`config.mk`:
```
export PLATFORM = sky130hd
export DESIGN_NAME = counter_seq_ctrl
export DESIGN_NICKNAME = d
export VERILOG_FILES = /design/src/rtl/counter_seq_ctrl.sv
export SDC_FILE = /design/constraint.sdc
export NUM_CORES = 1
export LEC_CHECK = 0
export CORE_UTILIZATION = 40
export CTS_BUF_LIST = sky130_fd_sc_hd__clkbuf_8
export CTS_CLUSTER_SIZE = 28
export DETAILED_ROUTE_END_ITERATION = 10
export GPL_ROUTABILITY_DRIVEN = 0
export PLACE_DENSITY = 0.73
export SLEW_MARGIN = 30
export SYNTH_ARGS = -nofsm -noshare
export SYNTH_HDL_FRONTEND = slang
export SYNTH_SLANG_ARGS = --single-unit
```
`constraint.sdc`:
```
create_clock -name clk -period 1.5 [get_ports clk]
set_input_delay 0.225 -clock clk [delete_from_list [all_inputs] [get_ports clk]]
set_output_delay 0.225 -clock clk [all_outputs]
set_load 0.005 [all_outputs]
```
`src/rtl/counter_seq_ctrl.sv`:
```
// Run controller for an external enable counter.
// Optional prescaler: define COUNTER_SEQ_CTRL_PRESCALE_EN.
module counter_seq_ctrl #(
   parameter int WIDTH    = 3,
   parameter int PCNT_W   = 8,
   parameter int PRESCALE = 4
) (
   input  logic              clk,
   input  logic              reset_n,
   input  logic              start,
   input  logic              stop,
   input  logic              pause,
   input  logic              mode,
   input  logic [WIDTH-1:0]  limit,
   input  logic [WIDTH-1:0]  cnt_in,
   output logic              cnt_en,
   output logic              cnt_clr,
   output logic              busy,
   output logic              done,
   output logic              expired,
   output logic [PCNT_W-1:0] periods
);

   typedef enum logic [2:0] {
      S_IDLE  = 3'd0,
      S_CLEAR = 3'd1,
      S_RUN   = 3'd2,
      S_HOLD  = 3'd3,
      S_DONE  = 3'd4
   } state_t;

   state_t           state_q;
   state_t           state_d;
   logic [WIDTH-1:0] limit_q;
   logic             mode_q;
   logic             tick;
   logic             accept;
   logic             term_p;

   if (PRESCALE < 1) begin : g_bad_prescale
      $error("PRESCALE must be >= 1");
   end

`ifdef COUNTER_SEQ_CTRL_PRESCALE_EN
   localparam int PS_W = (PRESCALE > 1) ? $clog2(PRESCALE) : 1;

   logic [PS_W-1:0] psc_q;

   assign tick = (psc_q == PS_W'(PRESCALE - 1));

   // Prescaler: advances only while actively running, holds otherwise.
   always_ff @(posedge clk or negedge reset_n) begin
      if (!reset_n) begin
         psc_q <= '0;
      end else if (state_q == S_CLEAR) begin
         psc_q <= '0;
      end else if (state_q == S_RUN && !pause && !stop) begin
         psc_q <= tick ? '0 : psc_q + 1'b1;
      end
   end
`else
   assign tick = 1'b1;
`endif

   assign busy    = (state_q == S_CLEAR) ||
                    (state_q == S_RUN)   ||
                    (state_q == S_HOLD);
   assign expired = (state_q == S_DONE);

   assign accept = ((state_q == S_IDLE) ||
                    (state_q == S_DONE)) &&
                   (state_d == S_CLEAR);

   // State register.
   always_ff @(posedge clk or negedge reset_n) begin
      if (!reset_n) begin
         state_q <= S_IDLE;
      end else begin
         state_q <= state_d;
      end
   end

   // Run configuration latched on an accepted start.
   always_ff @(posedge clk or negedge reset_n) begin
      if (!reset_n) begin
         limit_q <= '0;
         mode_q  <= 1'b0;
      end else if (accept) begin
         limit_q <= limit;
         mode_q  <= mode;
      end
   end

   // Completed-period counter, cleared on each new run.
   always_ff @(posedge clk or negedge reset_n) begin
      if (!reset_n) begin
         periods <= '0;
      end else if (accept) begin
         periods <= '0;
      end else if (term_p) begin
         periods <= periods + 1'b1;
      end
   end

   // Next state and counter controls; stop overrides everything.
   always_comb begin
      state_d = state_q;
      cnt_en  = 1'b0;
      cnt_clr = 1'b0;
      done    = 1'b0;
      term_p  = 1'b0;
      case (state_q)
         S_IDLE: begin
            if (start) state_d = S_CLEAR;
         end
         S_CLEAR: begin
            cnt_clr = 1'b1;
            state_d = S_RUN;
         end
         S_RUN: begin
            if (pause) begin
               state_d = S_HOLD;
            end else if (tick && cnt_in == limit_q) begin
               done = 1'b1;
               if (mode_q) begin
                  cnt_clr = 1'b1;
                  term_p  = 1'b1;
               end else begin
                  state_d = S_DONE;
               end
            end else begin
               cnt_en = tick;
            end
         end
         S_HOLD: begin
            if (!pause) state_d = S_RUN;
         end
         S_DONE: begin
            if (start) state_d = S_CLEAR;
         end
         default: begin
            state_d = S_IDLE;
         end
      endcase
      if (stop && state_q != S_IDLE) begin
         state_d = S_IDLE;
         cnt_en  = 1'b0;
         cnt_clr = 1'b0;
         done    = 1'b0;
         term_p  = 1'b0;
      end
   end

endmodule

```
==> impl_results.md, run 1 <==
* Status: finished, violations left
* Failing checks: negative setup slack
* Reg2reg end: periods[4]$_DFFE_PN0P_
* Post-synth EDFFs at 0
* R2R depth at 7
* H-tree depth at 1
* Final period util at 121.9%
* Wire per inst at 14.45 µm
* Worst Tran Pin Value at 326.9 ps
* Boundary Pins at 25
* Final ANT Viol Nets at 0
* Crit path DAT at 1600 ps
* Slew headroom at 78.02%
* Largest stage delay, worst path at 390 ps
* Synth area leaders: dfrtp_1 (44%), nand2_1 (5.7%), a21oi_1 (5.3%), or4_1 (5.3%), o31ai_1 (4.4%)
* Power per Cell Area at 971.9 nW/µm²
* Seq/Total Area, Yosys at 44.12%
* Initial Util at 42.93%
* Port bufs at 24
* First-pass detailed-route iteration total at 4
* Crit Path Max Fanout at 2
* Fmax at 0.5468 GHz
* Maximum buffer depth of the clock tree at 2
* CTS Buf Count at 3
* # hold bufs at CTS at 0
* Reg2Reg Launch Point: limit_q[0]$_DFFE_PN0P_
* Mux share of post-synthesis cell area at 0%
* Die area at 2316 µm²
* Hold crit path type: in -> async
* # setup viols final at 11
* Clk sink count at 15
* Net count after synthesis at 105
* GR Util met1 at 30.84%
* Largest net degree at the start of global routing at 16
* Skew-Pair Late Insertion Delay at 240 ps
* Met3 Resource Use GR at 4.815%
* Final hold vios at 0
* Core area at 1982 µm²
* Complex-gate fraction of the synthesized area at 16.32%
* LEAKAGE at 0.7131 nW
* Sequential power share at 32.5%
* Post-synthesis simple-gate area fraction at 31.32%
* Clock skew at 1.465 ps
* Die Height at 48.12 µm
* Post-layout power at 1.508 mW
* Slowest cell on crit path: dfrtp_1
* Final #Nets at 169
* Net Switching at 479.0 µW
* CTS tree: built
* Critical Path RT at 1270 ps
* Root Buffer: clkbuf_8
* Final worst path period need at 1829 ps
* Worst setup EP type: output pin
* Post-synth top flop: dfrtp_1
* Cell chain of the critical path: xnor2_1 > nand3_1 > buf_4 > nor4b_4 > o21a_1 > buf_2
* DRT Wirelength at 2.629 mm
* P_int at 1.029 mW
* HPWL Detailed at 1.595 mm
* Initial drt markers at 16
* Clock network power share at 21.2%
* Worst R2R Setup Slack at -270 ps
* Synth Area in Adders at 1.471%
* Util after Layout at 78.28%
* List of most frequent post-synthesis cells: dfrtp_1 (15), nand2_1 (13), a21oi_1 (9), or4_1 (6), o31ai_1 (5)
* Most frequent cell after synthesis: dfrtp_1
* First-pass GRT wire length at 3.822 mm
* Vias in the first global route at 849
* CTS clk-pin slew, worst paths at 60 ps
* Switching Share at 31.76%
* Final Max Tran Viols at 0
* Syn_area_per_cell at 9.248 µm²
* FFs w/ async S/R, synth at 100.0%
* Max-Cap Viols at 0
* Synth Register Bits at 15
* Synthesized cell area at 850.8 µm²
* Residual DRC at 0
* Std-Cell Rows at 16
* RSZ-0062 raised after global routing: yes
* Combinational share of power at 46.3%
* Synthesized instance count at 92
* Vias per Instance at 5.176
* Chip Width at 48.12 µm
* CP Buf/Inv Count at 2
* GRT busiest layer: met2
* Setup Crit Path Kind: reg -> out
* Vias at 942
* Startpoint Class: flop
* Crit path from: limit_q[0]$_DFFE_PN0P_
* Initial antenna violation count at 0
* Area leader, netlist: dfrtp_1
* Final WS setup at -328.9 ps
* Share of the synthesized area in the top cell type at 44.12%
* Largest family of logic cells by synthesized area: simple AND/OR/NAND/NOR gates
* YS warnings at 0
* Share of layout cells above drive strength 1 at 47.10%
* Met2 global-route usage at 40.54%
* Post-synthesis cell type count at 30
* All-Layer GR Usage at 24.37%
* Grt ovf at 0
* Synthesis-to-finish area growth at 82.35%
* N_diodes at 0
* Crit-path leading delay family: simple AND/OR/NAND/NOR gates
* Peak supply drop at 727.8 µV
* Post-synthesis xor/xnor area fraction at 3.088%
power groups by stage:
stage	logic, mW	clock network (mW)	registers [mW]
floorplan	0.189	0	0.506
global placement	0.412	0	0.504
detailed placement	0.421	0	0.504
CTS	0.659	0.324	0.489
global route	0.748	0.350	0.493
finish	0.698	0.320	0.490
registers in the layout, indices dropped and copies added (netlist names):
name,flops
state_q,3
periods,8
limit_q,3
mode_q,1
layout make-up:
type / count / area (µm²)
Clock inverter: 1 / 3.754
Inverter: 4 / 15.01
Sequential cell: 15 / 376.6
Fill cell: 120 / 430.4
Clock buffer: 3 / 41.29
Multi-Input combinational cell: 69 / 536.8
Timing Repair Buffer: 63 / 544.3
Tap cell: 27 / 33.78
cells in the final DEF (no fill, tap or decap), types with 2 or more instances in the layout:
master,n
inv_1,5
clkdlybuf4s50_1,15
or2_2,2
dlygate4sd2_1,3
nand3_1,4
a21oi_2,7
dfrtp_1,14
o31ai_1,4
nor2b_1,2
nor2_1,2
o21ai_0,3
nand2_1,13
or4_4,6
a21oi_1,2
clkbuf_8,3
xnor2_1,3
buf_4,29
buf_6,10
buf_2,4
stage by stage:
| step | hold slack [ps] | cell area, µm² | setup slack [ps] | setup TNS [ps] | instances |
|---|---|---|---|---|---|
| global route | 331.6 | 1551 | -391.4 | -3267 | 182 |
| detailed placement | 491.5 | 1296 | -743.3 | -5385 | 164 |
| floorplan | -70.59 | 850.8 | 9.412 | 0 | 92 |
| CTS | 307.2 | 1499 | -333.4 | -2338 | 182 |
| finish | 305.6 | 1551 | -328.9 | -2592 | 182 |
| global placement | 484.3 | 1296 | -694.7 | -4929 | 164 |
cell families (layout without fill, tap and decap cells):
| kind of cell | after synthesis | count (layout) |
|---|---|---|
| and+or+nand+nor | 43 | 43 |
| adders and majority gates | 1 | 1 |
| AOI/OAI and AO/OA | 22 | 22 |
| buffers and inverters | 8 | 71 |
| xor gates and xnor gates | 3 | 3 |
| DFF | 15 | 15 |
repair_timing:
item / 4_1_cts / 5_1_grt
pin swaps: 19 / 5
endpoints found under the setup margin: 16 / 14
gates resized for setup: 40 / 17
buffers inserted: 16 / 1
worst max path at each step:
stage | end | cells past startpoint
after floorplan | periods[7]$_DFFE_PN0P_ | 4
after global placement | cnt_clr | 6
after detailed placement | cnt_clr | 6
after CTS | cnt_clr | 6
after global routing | cnt_clr | 6
final | cnt_clr | 6
layer usage:
metal  routed length [µm]  vias up
li1                     -      461
met1                 1157      457
met2                 1365       20
met3                   86        4
met4                   19        0
met5                    0        -
(Power assumes the default switching activity.)
==> run 2, diff against run 1 <==
--- a/config.mk
+++ b/config.mk
@@ -10,7 +10,9 @@
 export CTS_CLUSTER_SIZE = 28
 export DETAILED_ROUTE_END_ITERATION = 10
 export GPL_ROUTABILITY_DRIVEN = 0
+export GPL_TIMING_DRIVEN = 0
 export PLACE_DENSITY = 0.73
+export RECOVER_POWER = 50
 export SLEW_MARGIN = 30
 export SYNTH_ARGS = -nofsm -noshare
 export SYNTH_HDL_FRONTEND = slang
==> run 2 against run 1 <==
  * The flow still finishes with violations (negative setup slack)
  * Critical endpoint unchanged
  * Global-route usage decreased by 3.8 points
  * Register-to-register slack is essentially flat
  * Power decreased by 11%
  * Largest cell class is now multi-input gates
  * Setup slack improved by 67 ps
  * Final area down 12%
  * Die area stayed put
  * Clock-buffer cell count unchanged
  * Clock skew is 2.9 ps higher
  * Via count down 12%
==> impl_results.md, run 2 (synthesis gave the netlist of run 1 again) <==
* Worst Tran Pin Value at 687.8 ps (was 326.9 ps)
* First-pass detailed-route iteration total at 4 (unchanged)
* GR Util met1 at 27.65% (was 30.84%)
* Setup Crit Path Kind: reg -> out (unchanged)
* Most frequent cells in the layout: clkdlybuf4s50_1 (14), nand2_1 (13), dfrtp_1 (12) (was buf_4 (29), clkdlybuf4s50_1 (15), dfrtp_1 (14))
* Crit Path Max Fanout at 4 (was 2)
* Met3 Resource Use GR at 3.333% (was 4.815%)
* RSZ-0062 raised after global routing: yes (unchanged)
* Critical Path RT at 1270 ps (about the same)
* Startpoint Class: flop (unchanged)
* CTS Buf Count at 3 (unchanged)
* Fmax at 0.5676 GHz (was 0.5468 GHz)
* GRT busiest layer: met2 (unchanged)
* Worst hold slack at 460.4 ps (was 305.6 ps)
* Vias per Instance at 5.329 (was 5.176)
* Commonest non-fill, non-tap cell in the layout: clkdlybuf4s50_1 (was buf_4)
* Post-DP Area at 1125 µm² (was 1296 µm²)
* Final ANT Viol Nets at 0 (unchanged)
* Port bufs at 24 (unchanged)
* LEAKAGE at 0.5673 nW (was 0.7131 nW)
* Biggest regs: periods (8), limit_q (3), state_q (3) (unchanged)
* Final Max Tran Viols at 0 (unchanged)
* Clk sink count at 15 (unchanged)
* Max reg flops at 8 (unchanged)
* CTS clk-pin slew, worst paths at 60 ps (about the same)
* Synthesis-to-finish area growth at 59.85% (was 82.35%)
* Chip Width at 48.12 µm (unchanged)
* HPWL Detailed at 1.349 mm (was 1.595 mm)
* # hold bufs at CTS at 0 (unchanged)
* Post-layout power at 1.348 mW (was 1.508 mW)
* Initial drt markers at 5 (was 16)
* Peak supply drop at 570.8 µV (was 727.8 µV)
* Std-Cell Rows at 16 (unchanged)
* Initial Util at 42.93% (unchanged)
* Die Height at 48.12 µm (unchanged)
* Skew-Pair Late Insertion Delay at 250 ps (was 240 ps)
* DRT Wirelength at 2.115 mm (was 2.629 mm)
* Wire per inst at 13.65 µm (was 14.45 µm)
* Status: finished, violations left (unchanged)
* Final period util at 117.5% (was 121.9%)
* Clock skew at 4.398 ps (was 1.465 ps)
* Worst setup EP type: output pin (unchanged)
* H-tree depth at 1 (unchanged)
* N_diodes at 0 (unchanged)
* Final hold vios at 0 (unchanged)
* # setup viols final at 12 (was 11)
* All-Layer GR Usage at 20.56% (was 24.37%)
* Core area at 1982 µm² (unchanged)
* Max-Cap Viols at 0 (unchanged)
* Crit path DAT at 1540 ps (was 1600 ps)
* Final #Nets at 142 (was 169)
* Failing checks: negative setup slack (unchanged)
* Vias at 826 (was 942)
* Share of layout cells above drive strength 1 at 34.38% (was 47.10%)
* Boundary Pins at 25 (unchanged)
* Power per Cell Area at 991.3 nW/µm² (was 971.9 nW/µm²)
* Hold crit path type: in -> async (unchanged)
* Residual DRC at 0 (unchanged)
* Met2 global-route usage at 32.97% (was 40.54%)
* Final WS setup at -261.8 ps (was -328.9 ps)
* Grt ovf at 0 (unchanged)
* Root Buffer: clkbuf_8 (unchanged)
* CTS tree: built (unchanged)
* Final worst path period need at 1762 ps (was 1829 ps)
* Initial antenna violation count at 0 (unchanged)
* Setup_tns at -2151 ps (was -2592 ps)
* Maximum buffer depth of the clock tree at 2 (unchanged)
* Vias in the first global route at 697 (was 849)
* Die area at 2316 µm² (unchanged)
* Slew headroom at 54.00% (was 78.02%)
* Post-Layout Inst Area at 1360 µm² (was 1551 µm²)
* First-pass GRT wire length at 3.215 mm (was 3.822 mm)
* Largest net degree at the start of global routing at 16 (unchanged)
* Reg with most FFs: periods (unchanged)
## run 2: worst paths after layout
path	startpoint	cells after the start	slack, ps	endpoint
min	reset_n	1	460	periods[4]$_DFFE_PN0P_
max in group asynchronous	reset_n	1	560	state_q[0]$_DFF_PN0_
min in group clk	pause	2	490	state_q[1]$_DFF_PN0_
min reg2reg	limit_q[0]$_DFFE_PN0P_	2	500	limit_q[0]$_DFFE_PN0P_
max reg2reg	limit_q[1]$_DFFE_PN0P_	7	-260	periods[3]$_DFFE_PN0P_
max	limit_q[1]$_DFFE_PN0P_	6	-260	cnt_clr
## run 2: layout make-up
type | count | area [µm²]
inverters | 4 | 15.01
flip-flops and latches | 15 | 379.1
multi-input cells | 69 | 535.5
clock inverters | 1 | 3.754
well taps | 27 | 33.78
clock buffers | 3 | 41.29
fillers | 151 | 621.8
repair buffers | 33 | 301.5
plain buffers | 3 | 50.05
## run 2: worst max-delay path: stages (launching register included)
cell and delay (ps):
dfrtp_1 390, xnor2_1 150, nand3_1 120, clkbuf_8 170, nor4b_4 240, o21a_1 130, buf_2 100
## run 2: what timing repair did
item                       4_1_cts  5_1_grt
setup endpoints to repair       17       16
gates resized for setup         37       19
setup buffers                    9        0
pin swaps                       21        6
cloned                           0        0
## run 2: metrics by stage
step | setup slack [ps] | utilization (%) | std cells
final | -261.8 | 68.62 | 155
after global routing | -366.9 | 68.62 | 155
after CTS | -270.5 | 65.97 | 156
after detailed placement | -995.1 | 56.76 | 143
after global placement | -985.3 | 56.76 | 143
after floorplan | 9.412 | - | 92
## run 2: layer usage
layer	wire, µm	vias up	share of wire (%)
li1	-	406	-
met1	950	400	45
met2	1080	18	51
met3	62	2	2.9
met4	21	0	0.99
met5	0	-	0
## run 2: power breakdown
group	switching [mW]	internal (mW)	total (mW)	leakage (nW)
logic	0.228	0.279	0.507	0.344
registers	0.0634	0.457	0.520	0.196
clock network	0.140	0.181	0.321	0.0269
total	0.432	0.917	1.35	0.567
==> run 3, diff against run 2 <==
--- a/config.mk
+++ b/config.mk
@@ -13,7 +13,6 @@
 export GPL_TIMING_DRIVEN = 0
 export PLACE_DENSITY = 0.73
 export RECOVER_POWER = 50
-export SLEW_MARGIN = 30
 export SYNTH_ARGS = -nofsm -noshare
 export SYNTH_HDL_FRONTEND = slang
 export SYNTH_SLANG_ARGS = --single-unit
==> results of run 3 <==
The final DEF is identical to that of run 2; final timing and power are the same.
